### config.mk
export PLATFORM = sky130hd
export DESIGN_NAME = pulse_period_monitor_flat
export DESIGN_NICKNAME = d
export VERILOG_FILES = /design/src/rtl/pulse_period_monitor_if.sv /design/src/rtl/pulse_period_monitor.sv /design/src/flat_wrapper.sv
export SDC_FILE = /design/constraint.sdc
export NUM_CORES = 1
export LEC_CHECK = 0
export ABC_AREA = 1
export CORE_MARGIN = 2
export CORE_UTILIZATION = 55
export CTS_BUF_LIST = sky130_fd_sc_hd__clkbuf_8
export DETAILED_ROUTE_END_ITERATION = 7
export DONT_BUFFER_PORTS = 1
export PLACE_DENSITY_LB_ADDON = 0.3
export REMOVE_ABC_BUFFERS = 1
export SLEW_MARGIN = 20
export SYNTH_ARGS = -nofsm -noshare
export SYNTH_HDL_FRONTEND = slang
export SYNTH_SLANG_ARGS = --single-unit
### constraint.sdc
create_clock -name clk -period 2.5 [get_ports clk]
set_input_delay 0.5 -clock clk [delete_from_list [all_inputs] [get_ports clk]]
set_output_delay 0.5 -clock clk [all_outputs]
set_load 0.05 [all_outputs]
### src/rtl/pulse_period_monitor_if.sv
`default_nettype none
// ----------------------------------------------------------------------------
// pulse_period_monitor_if
// Bundles the sampled control pulse, its clock qualifier and the monitor
// status outputs into one connection.
// Revision: 1.0 - initial release
// ----------------------------------------------------------------------------
interface pulse_period_monitor_if #(
  parameter int N_BITS = 5
) ();
  logic              clk_enable;
  logic              i_pulse;
  logic              o_locked;
  logic              o_lost;
  logic              o_err;
  logic [N_BITS-1:0] o_period;
  logic              o_period_valid;
  logic [7:0]        o_pulse_cnt;

  // Side that produces the pulse and consumes the status
  modport master (
    output clk_enable, i_pulse,
    input  o_locked, o_lost, o_err, o_period, o_period_valid, o_pulse_cnt
  );

  // The monitor itself
  modport slave (
    input  clk_enable, i_pulse,
    output o_locked, o_lost, o_err, o_period, o_period_valid, o_pulse_cnt
  );
endinterface
`default_nettype wire

### src/rtl/pulse_period_monitor.sv
`default_nettype none
// ----------------------------------------------------------------------------
// pulse_period_monitor
// Measures the interval between one-cycle control pulses, locks onto the
// expected period and then flags early, off-grid and missing pulses.
// Revision: 1.0 - initial release
// ----------------------------------------------------------------------------
module pulse_period_monitor #(
  parameter int N_BITS     = 5,
  parameter int EXP_PERIOD = 4,
  parameter int LOCK_COUNT = 3,
  parameter int MISS_LIMIT = 2
) (
  input  logic                   clk,
  input  logic                   reset,
  pulse_period_monitor_if.slave  bus
);

  localparam int PH_W = (EXP_PERIOD > 2) ? $clog2(EXP_PERIOD) : 1;
  localparam int MC_W = $clog2(LOCK_COUNT + 1);
  localparam int EC_W = $clog2(MISS_LIMIT + 1);

  localparam logic [N_BITS-1:0] CNT_MAX   = {N_BITS{1'b1}};
  localparam logic [N_BITS-1:0] EXP_VAL   = N_BITS'(EXP_PERIOD);
  localparam logic [PH_W-1:0]   PH_LAST   = PH_W'(EXP_PERIOD - 1);
  localparam logic [MC_W-1:0]   MC_LAST   = MC_W'(LOCK_COUNT - 1);
  localparam logic [EC_W-1:0]   EC_LAST   = EC_W'(MISS_LIMIT - 1);

  typedef enum logic [1:0] {
    IDLE    = 2'd0,
    MEASURE = 2'd1,
    LOCKED  = 2'd2,
    LOST    = 2'd3
  } state_t;

  state_t            state;
  logic [N_BITS-1:0] cnt;
  logic [PH_W-1:0]   ph;
  logic [MC_W-1:0]   match_cnt;
  logic [EC_W-1:0]   err_cnt;
  logic              late_pending;

  logic              locked;
  logic              lost;
  logic              err;
  logic [N_BITS-1:0] period_q;
  logic              period_valid;
  logic [7:0]        pulse_cnt;

  logic              pulse;
  logic              slot_miss;
  logic [N_BITS-1:0] period;
  logic              is_match;

  // Event decode for the current cycle
  always_comb begin
    pulse     = bus.clk_enable & bus.i_pulse;
    slot_miss = bus.clk_enable & ~bus.i_pulse & (ph == PH_LAST);
    period    = (cnt == CNT_MAX) ? CNT_MAX : cnt + 1'b1;
    is_match  = pulse & (period == EXP_VAL) & ~late_pending;
  end

  // Counters, lock state machine and registered status outputs.
  // Strobes drop on every clock so they stay one cycle wide even when
  // clk_enable is toggling.
  always_ff @(posedge clk) begin
    if (reset) begin
      state        <= IDLE;
      cnt          <= '0;
      ph           <= '0;
      match_cnt    <= '0;
      err_cnt      <= '0;
      late_pending <= 1'b0;
      locked       <= 1'b0;
      lost         <= 1'b0;
      err          <= 1'b0;
      period_q     <= '0;
      period_valid <= 1'b0;
      pulse_cnt    <= '0;
    end else begin
      err          <= 1'b0;
      period_valid <= 1'b0;
      if (bus.clk_enable) begin
        if (pulse) begin
          cnt          <= '0;
          ph           <= '0;
          pulse_cnt    <= pulse_cnt + 8'd1;
          late_pending <= 1'b0;
        end else begin
          if (cnt != CNT_MAX) cnt <= cnt + 1'b1;
          ph <= (ph == PH_LAST) ? '0 : ph + 1'b1;
        end

        if (pulse && (state == MEASURE || state == LOCKED)) begin
          period_q     <= period;
          period_valid <= 1'b1;
        end

        case (state)
          IDLE: begin
            if (pulse) begin
              state     <= MEASURE;
              match_cnt <= '0;
            end
          end
          MEASURE: begin
            if (is_match) begin
              if (match_cnt == MC_LAST) begin
                state     <= LOCKED;
                match_cnt <= '0;
                err_cnt   <= '0;
                locked    <= 1'b1;
              end else begin
                match_cnt <= match_cnt + 1'b1;
              end
            end else if (pulse || slot_miss) begin
              match_cnt <= '0;
            end
          end
          LOCKED: begin
            // A pulse arriving after a missed slot only re-aligns the phase
            if (is_match) begin
              err_cnt <= '0;
            end else if ((pulse && !late_pending) || slot_miss) begin
              err <= 1'b1;
              if (slot_miss) late_pending <= 1'b1;
              if (err_cnt == EC_LAST) begin
                state        <= LOST;
                err_cnt      <= '0;
                late_pending <= 1'b0;
                locked       <= 1'b0;
                lost         <= 1'b1;
              end else begin
                err_cnt <= err_cnt + 1'b1;
              end
            end
          end
          LOST: begin
            if (pulse) begin
              state     <= MEASURE;
              match_cnt <= '0;
              lost      <= 1'b0;
            end
          end
          default: state <= IDLE;
        endcase
      end
    end
  end

  assign bus.o_locked       = locked;
  assign bus.o_lost         = lost;
  assign bus.o_err          = err;
  assign bus.o_period       = period_q;
  assign bus.o_period_valid = period_valid;
  assign bus.o_pulse_cnt    = pulse_cnt;

endmodule
`default_nettype wire

### src/flat_wrapper.sv
// flat-port wrapper written by rule: the top's interface ports become plain ports
module pulse_period_monitor_flat 
#(
  parameter int N_BITS     = 5,
  parameter int EXP_PERIOD = 4,
  parameter int LOCK_COUNT = 3,
  parameter int MISS_LIMIT = 2
)
  (clk, reset, bus_clk_enable, bus_i_pulse, bus_o_locked, bus_o_lost, bus_o_err, bus_o_period, bus_o_period_valid, bus_o_pulse_cnt);
  pulse_period_monitor_if #(.N_BITS(N_BITS)) bus_i ();
  input  logic clk;
  input  logic reset;
  input wire logic [$bits(bus_i.clk_enable)-1:0] bus_clk_enable;
  input wire logic [$bits(bus_i.i_pulse)-1:0] bus_i_pulse;
  output wire logic [$bits(bus_i.o_locked)-1:0] bus_o_locked;
  output wire logic [$bits(bus_i.o_lost)-1:0] bus_o_lost;
  output wire logic [$bits(bus_i.o_err)-1:0] bus_o_err;
  output wire logic [$bits(bus_i.o_period)-1:0] bus_o_period;
  output wire logic [$bits(bus_i.o_period_valid)-1:0] bus_o_period_valid;
  output wire logic [$bits(bus_i.o_pulse_cnt)-1:0] bus_o_pulse_cnt;
  assign bus_i.clk_enable = bus_clk_enable;
  assign bus_i.i_pulse = bus_i_pulse;
  assign bus_o_locked = bus_i.o_locked;
  assign bus_o_lost = bus_i.o_lost;
  assign bus_o_err = bus_i.o_err;
  assign bus_o_period = bus_i.o_period;
  assign bus_o_period_valid = bus_i.o_period_valid;
  assign bus_o_pulse_cnt = bus_i.o_pulse_cnt;
  pulse_period_monitor #(.N_BITS(N_BITS), .EXP_PERIOD(EXP_PERIOD), .LOCK_COUNT(LOCK_COUNT), .MISS_LIMIT(MISS_LIMIT)) u_core (.clk(clk), .reset(reset), .bus(bus_i));
endmodule
==> flow_metrics.py <==
metrics = {
    "power": {
        "pwr_density_cell_nw_per_um2": 849,
        "power_frac_clock_pct": 26.4,
        "leakage_nw": 0.728,
        "pwr-share-seq_pct": 48.7,
        "p_comb_share_pct": 24.9,
        "switchingPower_mw": 0.567,
        "p_total_mw": 1.45,
        "switching_share_pct": 39.2,
        "ir_drop_mv": 0.675,
        "internal_power_mw": 0.879,
    },
    "clock_tree": {
        "cts-root-buf": "clkbuf_8",
        "htreeDepth": 2,
        "cts.clk_slew.worst_paths_ns": 0.07,
        "numCtsBuffers": 5,
        "postCtsSetupBuffers": 0,
        "cts_tree": "yes",
        "clk_latency_ns": 0.29,
        "clk_path_buf_depth": 2,
        "cts_sinks": 31,
        "cts_hold_buf": 0,
    },
    "place": {
        "dp_hpwl_um": 2240,
        "globalplace.congestion": 0.865,
        "numPortBuffers": 0,
    },
    "route": {
        "drt-total-wl_um": 3060,
        "drc": 0,
        "drt_first_pass_iters": 5,
        "wire_per_inst_um": 11.6,
        "ant_nets": 0,
        "vias": 1384,
        "drtIter0Drc": 41,
        "viasPerCell": 5.22,
    },
    "min_path": {
        "hold_depth": 1,
        "hold_path.class": "in -> reg",
    },
    "synth": {
        "synthDistinctLibCells": 25,
        "synthTopCellsByArea": "dfxtp_1 40%, nand2_1 11%, nor2_1 8.4%",
        "yosysTopAreaCell": "dfxtp_1",
        "yosysSeqAreaShare_pct": 39.7,
        "synth_cells": 227,
        "syn_avg_cell_area_um2": 6.89,
        "syn_area_um2": 1560,
        "yosys_warnings": 0,
        "synth_top_area_share_pct": 39.7,
        "ys_ff_latch": 31,
    },
    "setup_path": {
        "cp_cell_sequence": "ha_1, inv_1, nor3_2, inv_1, ha_1, nand2_1, inv_1, nand2_1, nor2_1, nand2_1, nor2_4, a21oi_1, nand3_1, nand2_1, nor2_1",
        "cp_top_family": "simple AND/OR/NAND/NOR gates",
        "cpMostUsedCell": "nand2_1",
        "cp_max_fo": 8,
        "crit_path_end_kind": "flop",
        "arrival_ns": 2.30,
        "start_kind": "flop",
        "cp.depth": 15,
        "worstPathBufferInverterCount": 3,
        "cp.required_ns": 2.68,
        "path_class": "reg -> reg",
        "cpMaxStageDelayCell": "dfxtp_1",
        "reg2regPathDepth": 15,
        "cp_slowest_stage_delay_ns": 0.42,
    },
    "sta": {
        "hold_viol_final": 0,
        "period_needed_ns": 2.12,
        "setup_viol": 0,
        "worst_pin_slew_ns": 0.595,
        "relSlewSlack_pct": 60.3,
        "drv_slew": 0,
        "rsz0062_at_grt": "no",
        "setup-tns-final_ns": 0,
        "finalCritPeriodShare_pct": 84.6,
        "max_freq_mhz": 473,
        "finClkSkew_ns": 0.00356,
    },
    "floorplan": {
        "die_area_um2": 3290,
        "start_util_pct": 57.2,
        "dieWidth_um": 57.3,
        "die_h_um": 57.3,
        "ios": 21,
        "num_rows": 19,
        "core_um2": 2730,
    },
    "global_route": {
        "grt_pass1_vias": 1221,
        "antenna_found_initial": 0,
        "grt_pass1_wl_um": 5070,
        "grt_max_degree": 22,
        "overflow": 0,
        "grt_usage_pct": 20.4,
    },
    "finish": {
        "final_cell_mix": "44 x nand2_1, 35 x nor2_1, 33 x inv_1",
        "area_growth_pct": 8.80,
        "layout_commonest_cell": "nand2_1",
        "fin_nets": 246,
        "drive_gt1_share_pct": 9.83,
        "antenna_cells": 0,
    },
    "outcome": {
        "status": "completed",
    },
    "job": {
        "maxCapViolations": 0,
    },
}
timing repair:
action	in CTS	in global routing
gates resized for setup	0	1
endpoints found under the setup margin	0	1
hold endpoints to repair	0	0
flip-flops by register name (all words and copies together) (netlist names):
register and cells:
u_core.bus.o_err 1, u_core.bus.o_locked 1, u_core.bus.o_lost 1, u_core.bus.o_period 5
u_core.bus.o_period_valid 1, u_core.bus.o_pulse_cnt 8, u_core.cnt 5, u_core.err_cnt 2
u_core.late_pending 1, u_core.match_cnt 2, u_core.ph 2, u_core.state 2
cell usage after synthesis:
master	number
nor3_1	2
a21oi_1	22
a31oi_1	1
a21o_1	1
nand2_1	44
nand3_2	1
a22oi_1	1
nand4_1	1
ha_1	9
o21ai_1	2
nor2_1	35
nand2_2	3
o22ai_1	1
o21bai_1	1
buf_2	2
nor2_2	2
buf_1	1
inv_1	33
o21ai_0	13
nand3_1	15
clkbuf_1	1
inv_2	2
nor3_2	1
dfxtp_1	31
nor2_4	2
stage by stage:
| stage | utilization (%) | hold WS (ns) | std cells | cell area [um^2] | setup slack (ns) |
|---|---|---|---|---|---|
| after global routing | 62.2 | 0.258 | 265 | 1700 | 0.108 |
| after CTS | 62.1 | 0.259 | 265 | 1700 | 0.280 |
| after global placement | 58.8 | 0.416 | 257 | 1610 | 0.404 |
| final | 62.2 | 0.272 | 265 | 1700 | 0.385 |
| after detailed placement | 58.8 | 0.425 | 257 | 1610 | 0.298 |
| after floorplan | - | 0.409 | 223 | 1550 | 0.538 |
layout make-up:
class	instances	area, um^2
inverter	35	131
clock buffer	5	68.8
sequential	31	621
timing repair buffer	3	22.5
fill	252	1030
clock inverter	3	20.0
tap	31	38.8
multi-input combinational	157	800
cell families (layout without fill, tap and decap cells):
group / count (synthesis) / count (layout) / share of synthesized area, %
AO/OA/AOI/OAI: 42 / 42 / 14.1
adder cells (fa/ha/maj): 9 / 9 / 7.20
buffers and inverters: 39 / 46 / 9.52
flip-flops: 31 / 31 / 39.7
AND/OR/NAND/NOR: 106 / 106 / 29.5
power groups by stage:
stage	clock [mW]	sequential (mW)	combinational, mW
3_5_place_dp	0	0.716	0.354
3_3_place_gp	0	0.713	0.354
6_report	0.381	0.704	0.360
4_1_cts	0.400	0.705	0.358
2_1_floorplan	0	0.712	0.282
5_1_grt	0.417	0.714	0.418
layer usage:
metal	up-vias	track usage [%]	routed length, um
li1	733	-	-
met1	617	23.7	1410
met2	28	32.7	1420
met3	6	7.94	165
met4	0	10.6	68
met5	-	0	0
final timing paths:
check        slack (ns)                 to               from
max                0.38    u_core.state[0]      u_core.cnt[0]
min                0.27      u_core.cnt[4]              reset
max reg2reg        0.38    u_core.state[0]      u_core.cnt[0]
min reg2reg        0.43  u_core.err_cnt[1]  u_core.err_cnt[1]
No activity file was read; power rests on OpenSTA's default activity.
